<file path="src/rtl/writeback_multi.sv">
// writeback_multi: multi-lane writeback stage.
// Takes bundles of up to NLANES completed instructions from the memory stage
// through a valid/ready handshake and queues them in a DEPTH-entry FIFO. It
// drains the head bundle into a register file with NPORTS write ports, in
// lane order, and retires up to NPORTS slots per cycle.
// Optional feature: define WB_INSTRET_EN to add a 64-bit instret output that
// accumulates retire_cnt.
module writeback_multi #(
  parameter int NLANES = 2,
  parameter int NPORTS = 1,
  parameter int DEPTH  = 2,
  parameter int XLEN   = 64,
  parameter int AW     = 5
) (
  input  logic                        clk,
  input  logic                        resetn,
  input  logic                        in_valid,
  output logic                        in_ready,
  input  logic [NLANES-1:0]           in_slot_valid,
  input  logic [NLANES-1:0]           in_regwrite,
  input  logic [NLANES*AW-1:0]        in_wa,
  input  logic [NLANES*XLEN-1:0]      in_result,
  output logic [NPORTS-1:0]           rf_we,
  output logic [NPORTS*AW-1:0]        rf_wa,
  output logic [NPORTS*XLEN-1:0]      rf_wd,
  output logic [$clog2(NLANES+1)-1:0] retire_cnt,
`ifdef WB_INSTRET_EN
  output logic [63:0]                 instret,
`endif
  output logic                        empty
);

  localparam int PW = $clog2(DEPTH);
  localparam int CW = $clog2(DEPTH + 1);
  localparam int RW = $clog2(NLANES + 1);

  // IDLE: FIFO empty. LOAD: head present, pending mask taken from the head's
  // slot_valid. DRAIN: head partly retired, pending mask held in pending_q.
  typedef enum logic [1:0] {
    S_IDLE,
    S_LOAD,
    S_DRAIN
  } state_e;

  // Bundle storage
  logic [NLANES-1:0]      mem_sv_q [DEPTH];
  logic [NLANES-1:0]      mem_rw_q [DEPTH];
  logic [NLANES*AW-1:0]   mem_wa_q [DEPTH];
  logic [NLANES*XLEN-1:0] mem_wd_q [DEPTH];

  logic [PW-1:0]     wr_ptr_q, wr_ptr_d;
  logic [PW-1:0]     rd_ptr_q, rd_ptr_d;
  logic [CW-1:0]     count_q, count_d;
  logic [NLANES-1:0] pending_q, pending_d;
  state_e            state_q, state_d;

  logic              push;
  logic              pop;
  logic [NLANES-1:0] head_mask;
  logic [NLANES-1:0] head_rw;
  logic [NLANES*AW-1:0]   head_wa;
  logic [NLANES*XLEN-1:0] head_wd;
  logic [NLANES-1:0] sel;
  logic [NLANES-1:0] remaining;
  int unsigned       k;

  // Ready depends only on the registered count, never on this cycle's drain.
  assign in_ready = (count_q != CW'(DEPTH));
  assign push     = in_valid && in_ready;
  assign empty    = (count_q == '0);

  assign head_rw = mem_rw_q[rd_ptr_q];
  assign head_wa = mem_wa_q[rd_ptr_q];
  assign head_wd = mem_wd_q[rd_ptr_q];

  // Bundle storage write on accept
  // NOTE: the FIFO array has no reset; its contents are only read behind a
  // non-zero count, so clearing it would cost logic and buy nothing.
  always_ff @(posedge clk) begin
    if (push) begin
      mem_sv_q[wr_ptr_q] <= in_slot_valid;
      mem_rw_q[wr_ptr_q] <= in_regwrite;
      mem_wa_q[wr_ptr_q] <= in_wa;
      mem_wd_q[wr_ptr_q] <= in_result;
    end
  end

  // Slot selection, port mapping, pop decision and next-state logic
  always_comb begin
    // NOTE: every output of this block gets a default first, so no path
    // leaves a variable unassigned and no latch is inferred; blocking '='
    // is correct here because the loop reads values written earlier in it.
    rf_we      = '0;
    rf_wa      = '0;
    rf_wd      = '0;
    retire_cnt = '0;
    sel        = '0;
    k          = 0;
    pop        = 1'b0;
    state_d    = state_q;
    pending_d  = pending_q;
    head_mask  = (state_q == S_DRAIN) ? pending_q : mem_sv_q[rd_ptr_q];
    remaining  = '0;

    if (state_q != S_IDLE) begin
      // Lowest-index pending slots go to ports 0..k-1 in lane order.
      for (int i = 0; i < NLANES; i++) begin
        if (head_mask[i] && (k < NPORTS)) begin
          sel[i]               = 1'b1;
          rf_we[k]             = head_rw[i] && (head_wa[i*AW +: AW] != '0);
          rf_wa[k*AW +: AW]    = head_wa[i*AW +: AW];
          rf_wd[k*XLEN +: XLEN] = head_wd[i*XLEN +: XLEN];
          k                    = k + 1;
        end
      end
      retire_cnt = RW'(k);

      // Same-address writes in one cycle: the higher lane (higher port) wins.
      for (int j = 0; j < NPORTS; j++) begin
        for (int m = j + 1; m < NPORTS; m++) begin
          if (rf_we[j] && rf_we[m] && (rf_wa[j*AW +: AW] == rf_wa[m*AW +: AW]))
            rf_we[j] = 1'b0;
        end
      end

      remaining = head_mask & ~sel;
      if (remaining == '0) begin
        pop       = 1'b1;
        pending_d = '0;
      end else begin
        pending_d = remaining;
        state_d   = S_DRAIN;
      end
    end

    count_d = count_q;
    if (push && !pop)      count_d = count_q + CW'(1);
    else if (!push && pop) count_d = count_q - CW'(1);

    wr_ptr_d = push ? wr_ptr_q + PW'(1) : wr_ptr_q;
    rd_ptr_d = pop  ? rd_ptr_q + PW'(1) : rd_ptr_q;

    // Popping loads the next head in the same cycle, so bundles drain
    // back-to-back without a bubble.
    if (state_q == S_IDLE || pop)
      state_d = (count_d != '0) ? S_LOAD : S_IDLE;
  end

  // Control state registers with synchronous reset
  always_ff @(posedge clk) begin
    if (!resetn) begin
      wr_ptr_q  <= '0;
      rd_ptr_q  <= '0;
      count_q   <= '0;
      pending_q <= '0;
      state_q   <= S_IDLE;
    end else begin
      wr_ptr_q  <= wr_ptr_d;
      rd_ptr_q  <= rd_ptr_d;
      count_q   <= count_d;
      pending_q <= pending_d;
      state_q   <= state_d;
    end
  end

`ifdef WB_INSTRET_EN
  logic [63:0] instret_q;

  // Retired-instruction counter, wraps at 2^64
  always_ff @(posedge clk) begin
    if (!resetn) instret_q <= '0;
    else         instret_q <= instret_q + 64'(retire_cnt);
  end

  assign instret = instret_q;
`endif

endmodule

</file>
<file path="config.mk">
export PLATFORM = sky130hd
export DESIGN_NAME = writeback_multi
export DESIGN_NICKNAME = d
export VERILOG_FILES = /design/src/rtl/writeback_multi.sv
export SDC_FILE = /design/constraint.sdc
export NUM_CORES = 1
export LEC_CHECK = 0
export BUFFER_PORTS_ARGS = -buffer_cell sky130_fd_sc_hd__buf_2
export CORE_UTILIZATION = 48
export DETAILED_ROUTE_END_ITERATION = 10
export PLACE_DENSITY_LB_ADDON = 0.12
export SYNTH_ARGS = -nofsm -noshare
export SYNTH_HDL_FRONTEND = slang
export SYNTH_SLANG_ARGS = --single-unit
</file>
<file path="constraint.sdc">
create_clock -name clk -period 7.04 [get_ports clk]
set_clock_uncertainty 0.2 [all_clocks]
set_input_delay 0 -clock clk [delete_from_list [all_inputs] [get_ports clk]]
set_output_delay 0 -clock clk [all_outputs]
set_load 0.1 [all_outputs]
</file>
# Yosys cells after proc, flatten, opt, wreduce, memory -nomap -nowiden
# Memory sizes are Yosys's and may differ from the RTL's. A register that Yosys moved wholly into a read port is not among the register bits.
# Cells that the tools add are included.
[op_classes]
add_sub_neg = 7
mul = 1
order_cmp = 3
eq_ne = 3
n_shift = 4
muxes = 44
bitwise = 2
reduce_logical = 19
[ops]
columns = ["operator", "count"]
rows = [
  ["64-bit 2-to-1 mux", 4],
  ["32-bit negator with 34-bit output", 2],
  ["64-bit bitwise mux", 1],
  ["32-bit by 1-bit < comparator with 1-bit output, second input constant", 2],
  ["64-bit by 34-bit variable shift with 64-bit output, first input constant", 1],
  ["64-bit by 34-bit indexed part select with 64-bit output", 1],
  ["5-bit by 34-bit variable shift with 5-bit output, first input constant", 1],
  ["5-bit by 34-bit indexed part select with 5-bit output", 1],
  ["32-bit by 1-bit >= comparator with 1-bit output, second input constant", 1],
  ["32-bit by 3-bit multiplier with 32-bit output, second input constant", 1],
  ["32-bit 2-to-1 mux", 1],
  ["1-bit 2-to-1 mux", 23],
  ["5-bit 2-to-1 mux", 4],
  ["2-bit 2-to-1 mux", 9],
  ["5-bit nonzero test", 2],
  ["1-bit logical AND", 7],
  ["2-bit logical NOT", 3],
  ["2-bit nonzero test", 3],
  ["5-bit bitwise mux", 1],
  ["2-bit by 1-bit adder with 2-bit output, second input constant", 2],
  ["1-bit adder, second input constant", 2],
  ["2-bit bitwise AND", 1],
  ["2-bit equality test, second input constant", 1],
  ["1-bit logical NOT", 2],
  ["other kinds (7)", 7],
]
[totals]
reg_bits = 8
ramBits = 284
elab_cells = 92
n_memories = 4
[mem_list]
columns = ["memory", "depth", "word_bits", "read_ports", "rd_ports_with_merged_regs", "write_ports", "line_no", "rtl"]
rows = [
  ["mem_wd_q", 2, 128, 1, 1, 1, "49", "logic [NLANES*XLEN-1:0] mem_wd_q [DEPTH];"],
  ["mem_wa_q", 2, 10, 1, 1, 1, "48", "logic [NLANES*AW-1:0] mem_wa_q [DEPTH];"],
  ["mem_rw_q", 2, 2, 1, 1, 1, "47", "logic [NLANES-1:0] mem_rw_q [DEPTH];"],
  ["mem_sv_q", 2, 2, 1, 1, 1, "46", "logic [NLANES-1:0] mem_sv_q [DEPTH];"],
]

# Logic depth before layout (Yosys ltp)
[logic_depth]
depth_word = 19
mapped_depth = 7

# Worst setup path after synthesis
# OpenSTA, ideal clock, no wires.
[synth_path]
path_kind = "register -> register"
startpoint = "register count_q[0]"
endpoint = "memory mem_rw_q[0][0], enable pin"
setup_time_ps = 647
arrival_time_ps = 6867
required_time_ps = 6193
path_slack_ps = -675
stages_incl_launch_ff = 6
n_path_buf = 1
cell_sequence = "dfxtp_1 inv_1 ha_1 nand2b_1 clkbuf_1 nor2_1"
[synth_between]
elab_chain_len = 4
[synth_lines]
columns = ["element", "line_no", "rtl"]
rows = [
  ["start, declared", "53", "logic [CW-1:0] count_q, count_d;"],
  ["start signal, assigned", "160", "count_q <= count_d;"],
  ["2-bit != test", "68", "assign in_ready = (count_q != CW'(DEPTH));"],
  ["1-bit logical AND", "69", "assign push = in_valid && in_ready;"],
  ["1-bit 2-to-1 mux", "80", "if (push) begin"],
  ["1-bit 2-to-1 mux (not written as such)", "82", "mem_rw_q[wr_ptr_q] <= in_regwrite;"],
  ["end, declared", "47", ""],
]
# No other way between the ends.

==> impl_metrics.json <==
{
  "arrival_ns": 4.29,
  "grt_overflow": 0,
  "finalNetCount": 1260,
  "ant_nets": 0,
  "coreArea_um2": 23500,
  "cp_num_cells": 7,
  "path_delay_family": "buffers and inverters",
  "grt_pass1_wl_um": 43700,
  "cp-start-kind": "flip-flop",
  "fmax_mhz": 222,
  "start_util_pct": 49.1,
  "p_int_mw": 3.74,
  "period_share_pct": 63.8,
  "globalplace.congestion": 0.771,
  "yosysUniqueCellTypes": 43,
  "relSlewSlack_pct": 34.7,
  "grt_max_degree": 72,
  "p_comb_share_pct": 42.0,
  "htreeDepth": 2,
  "sw_frac_of_total_pct": 45.3,
  "status": "completed",
  "first_pass_iters": 5,
  "grt_antenna_before_repair": 3,
  "critical_path_class": "flip-flop to primary output",
  "dp_hpwl_um": 15400,
  "synthesis.area_um2": 11600,
  "clk_latency_ns": 0.50,
  "netlist.area_leader.share_pct": 73.7,
  "routedWlPerCell_um": 19.7,
  "yosys.area.top_type": "edfxtp_1",
  "min_period_ns": 4.49,
  "dieArea_um2": 24700,
  "synth_ff_type": "edfxtp_1",
  "synth_seq_cells": 292,
  "slowest_delay_ns": 0.69,
  "cts_tree": "built",
  "wl_um": 28900,
  "drtIter0Drc": 544,
  "r2r-end": "mem_wd_q[1][113]",
  "synth_edf_count": 284,
  "avgViaCountPerCell": 5.55,
  "grt_pass1_vias": 8216,
  "yosysWarnings": 0,
  "max-cap-violations": 0,
  "critical_path.endpoint_type": "primary output",
  "p_leak_nw": 5.58,
  "power_frac_seq_pct": 33.1,
  "port_buffers": 217,
  "clock_sinks": 292,
  "finalHoldViolations": 0,
  "ys_seq_area_share_pct": 75.1,
  "grt_usage_pct": 23.3,
  "rows": 56,
  "power.share.clock_pct": 24.8,
  "drc": 0,
  "root_buffer": "clkbuf_16",
  "rsz0062_at_grt": "false",
  "vias": 8104,
  "critical_path_buf_inv_count": 3,
  "drv_slew": 0,
  "syn2layout_area_growth_pct": 33.2,
  "io_pins": 219,
  "postSynth.asyncResetShare_pct": 0,
  "final_cells": 1461,
  "drive_gt1_share_pct": 27.9,
  "p_switching_mw": 3.10,
  "cts_buffers": 34,
  "die_y_um": 157,
  "r2r_cells": 5,
  "chipWidth_um": 157,
  "synth_common_cells": "284 x edfxtp_1, 125 x nand3_1, 71 x nand2_1, 56 x a31oi_1, 56 x a32oi_1",
  "synth_cells": 768,
  "path_cells": "mux2_2 > buf_4 > nand2_4 > buf_4 > nand3_1 > a32oi_1 > buf_2",
  "cp-endpoint": "rf_wd[29]",
  "crit_required_ns": 6.84,
  "clkTransAtPathRegs_ns": 0.06,
  "rrSetupSlack_ns": 4.18,
  "setup_viol": 0,
  "synth.avg_cell_area_um2": 15.1,
  "yosys.cell_count.top_type": "edfxtp_1",
  "setup_tns_ns": 0,
  "clk_path_buf_depth": 3,
  "hp-class": "primary input to flip-flop",
  "ir_drop_mv": 0.334,
  "r2r-start": "count_q[0]",
  "path_common_cell": "buf_4",
  "path_max_fanout": 64,
  "max_slew.worst_pin.slew_ns": 0.979,
  "dpl.cell_count": 1250,
  "synthTopCellsByArea": "edfxtp_1 74%, nand3_1 5.4%, a32oi_1 4.2%",
  "critPathSlowestCell": "buf_4",
  "syn_nets": 915,
  "powerDensity_nw_per_um2": 444
}
[sequential cells by signal (all words and copies together) (netlist names), named ones only]
name and count:
mem_wd_q 256, mem_wa_q 20, mem_rw_q 4, mem_sv_q 4, count_q 2, state_q 2, pending_q 1, rd_ptr_q 1
wr_ptr_q 1
[cells in the final DEF, fill, tap and decap left out, drive strengths merged, types with 6 or more instances in the layout]
| master | count |
|---|---|
| a21oi | 15 |
| a31oi | 56 |
| a32oi | 56 |
| and2 | 6 |
| buf | 229 |
| clkbuf | 41 |
| clkinv | 13 |
| dfxtp | 8 |
| dlygate4sd3 | 146 |
| edfxtp | 284 |
| mux2 | 30 |
| nand2 | 72 |
| nand3 | 125 |
[kinds of logic after synthesis]
family | after synthesis | synth area share [%]
other cells | 1 | 0.0324
mux | 31 | 3.07
simple gates | 225 | 9.21
fa+ha+maj | 3 | 0.303
buf+inv | 70 | 2.95
xor+xnor | 3 | 0.227
compound gates | 143 | 9.10
flops | 292 | 75.1
[how the worst min path moves through the flow]
stage	from	to	cells past startpoint
after floorplan	in_regwrite[0]	mem_rw_q[0][0]	0
after global placement	in_result[27]	mem_wd_q[1][27]	1
after detailed placement	in_result[109]	mem_wd_q[1][109]	1
after CTS	in_wa[5]	mem_wa_q[1][5]	2
after global routing	in_result[7]	mem_wd_q[1][7]	2
final	in_result[32]	mem_wd_q[0][32]	2
[area by class of cell]
type,instances,area (um^2)
fillers,1755,8130
inverters,4,15.0
repair buffers,375,2640
diodes,4,10.0
clock inverters,20,181
flip-flops and latches,292,8690
well taps,319,399
clock buffers,41,908
multi-input cells,406,2570
[metrics by stage]
| step | worst slack, ns | utilization, % | total power [mW] | hold slack, ns | cell area [um^2] |
|---|---|---|---|---|---|
| 2_1_floorplan | 1.67 | - | 4.61 | -0.101 | 11600 |
| 3_3_place_gp | 3.17 | 54.6 | 5.10 | -0.0116 | 12800 |
| 3_5_place_dp | 3.12 | 54.6 | 5.12 | -0.00896 | 12800 |
| 4_1_cts | 2.58 | 65.4 | 6.89 | 0.0000763 | 15400 |
| 5_1_grt | 2.31 | 65.4 | 7.11 | 0.00326 | 15400 |
| 6_report | 2.55 | 65.5 | 6.85 | 0.0120 | 15400 |
[routing by layer]
metal,global-route usage (%),wire [um],part of all wire (%),vias to the layer above
li1,-,-,-,3757
met1,30.2,11900,41,3970
met2,39.4,14300,49,324
met3,4.74,1950,6.8,53
met4,7.63,716,2.5,0
met5,0,0,0,-
[power groups by stage]
stage | registers, mW | clock network, mW | logic, mW
after global placement | 2.30 | 0 | 2.81
after floorplan | 2.28 | 0 | 2.33
after detailed placement | 2.30 | 0 | 2.82
final | 2.27 | 1.70 | 2.88
after CTS | 2.27 | 1.73 | 2.89
after global routing | 2.29 | 1.80 | 3.02
[repair_timing]
action | CTS | global route
gates resized for setup | 0 | 0
hold endpoints to repair | 292 | 0
buffers inserted | 0 | 0
hold buffers | 146 | 0
No activity file was read; power rests on OpenSTA's default activity.
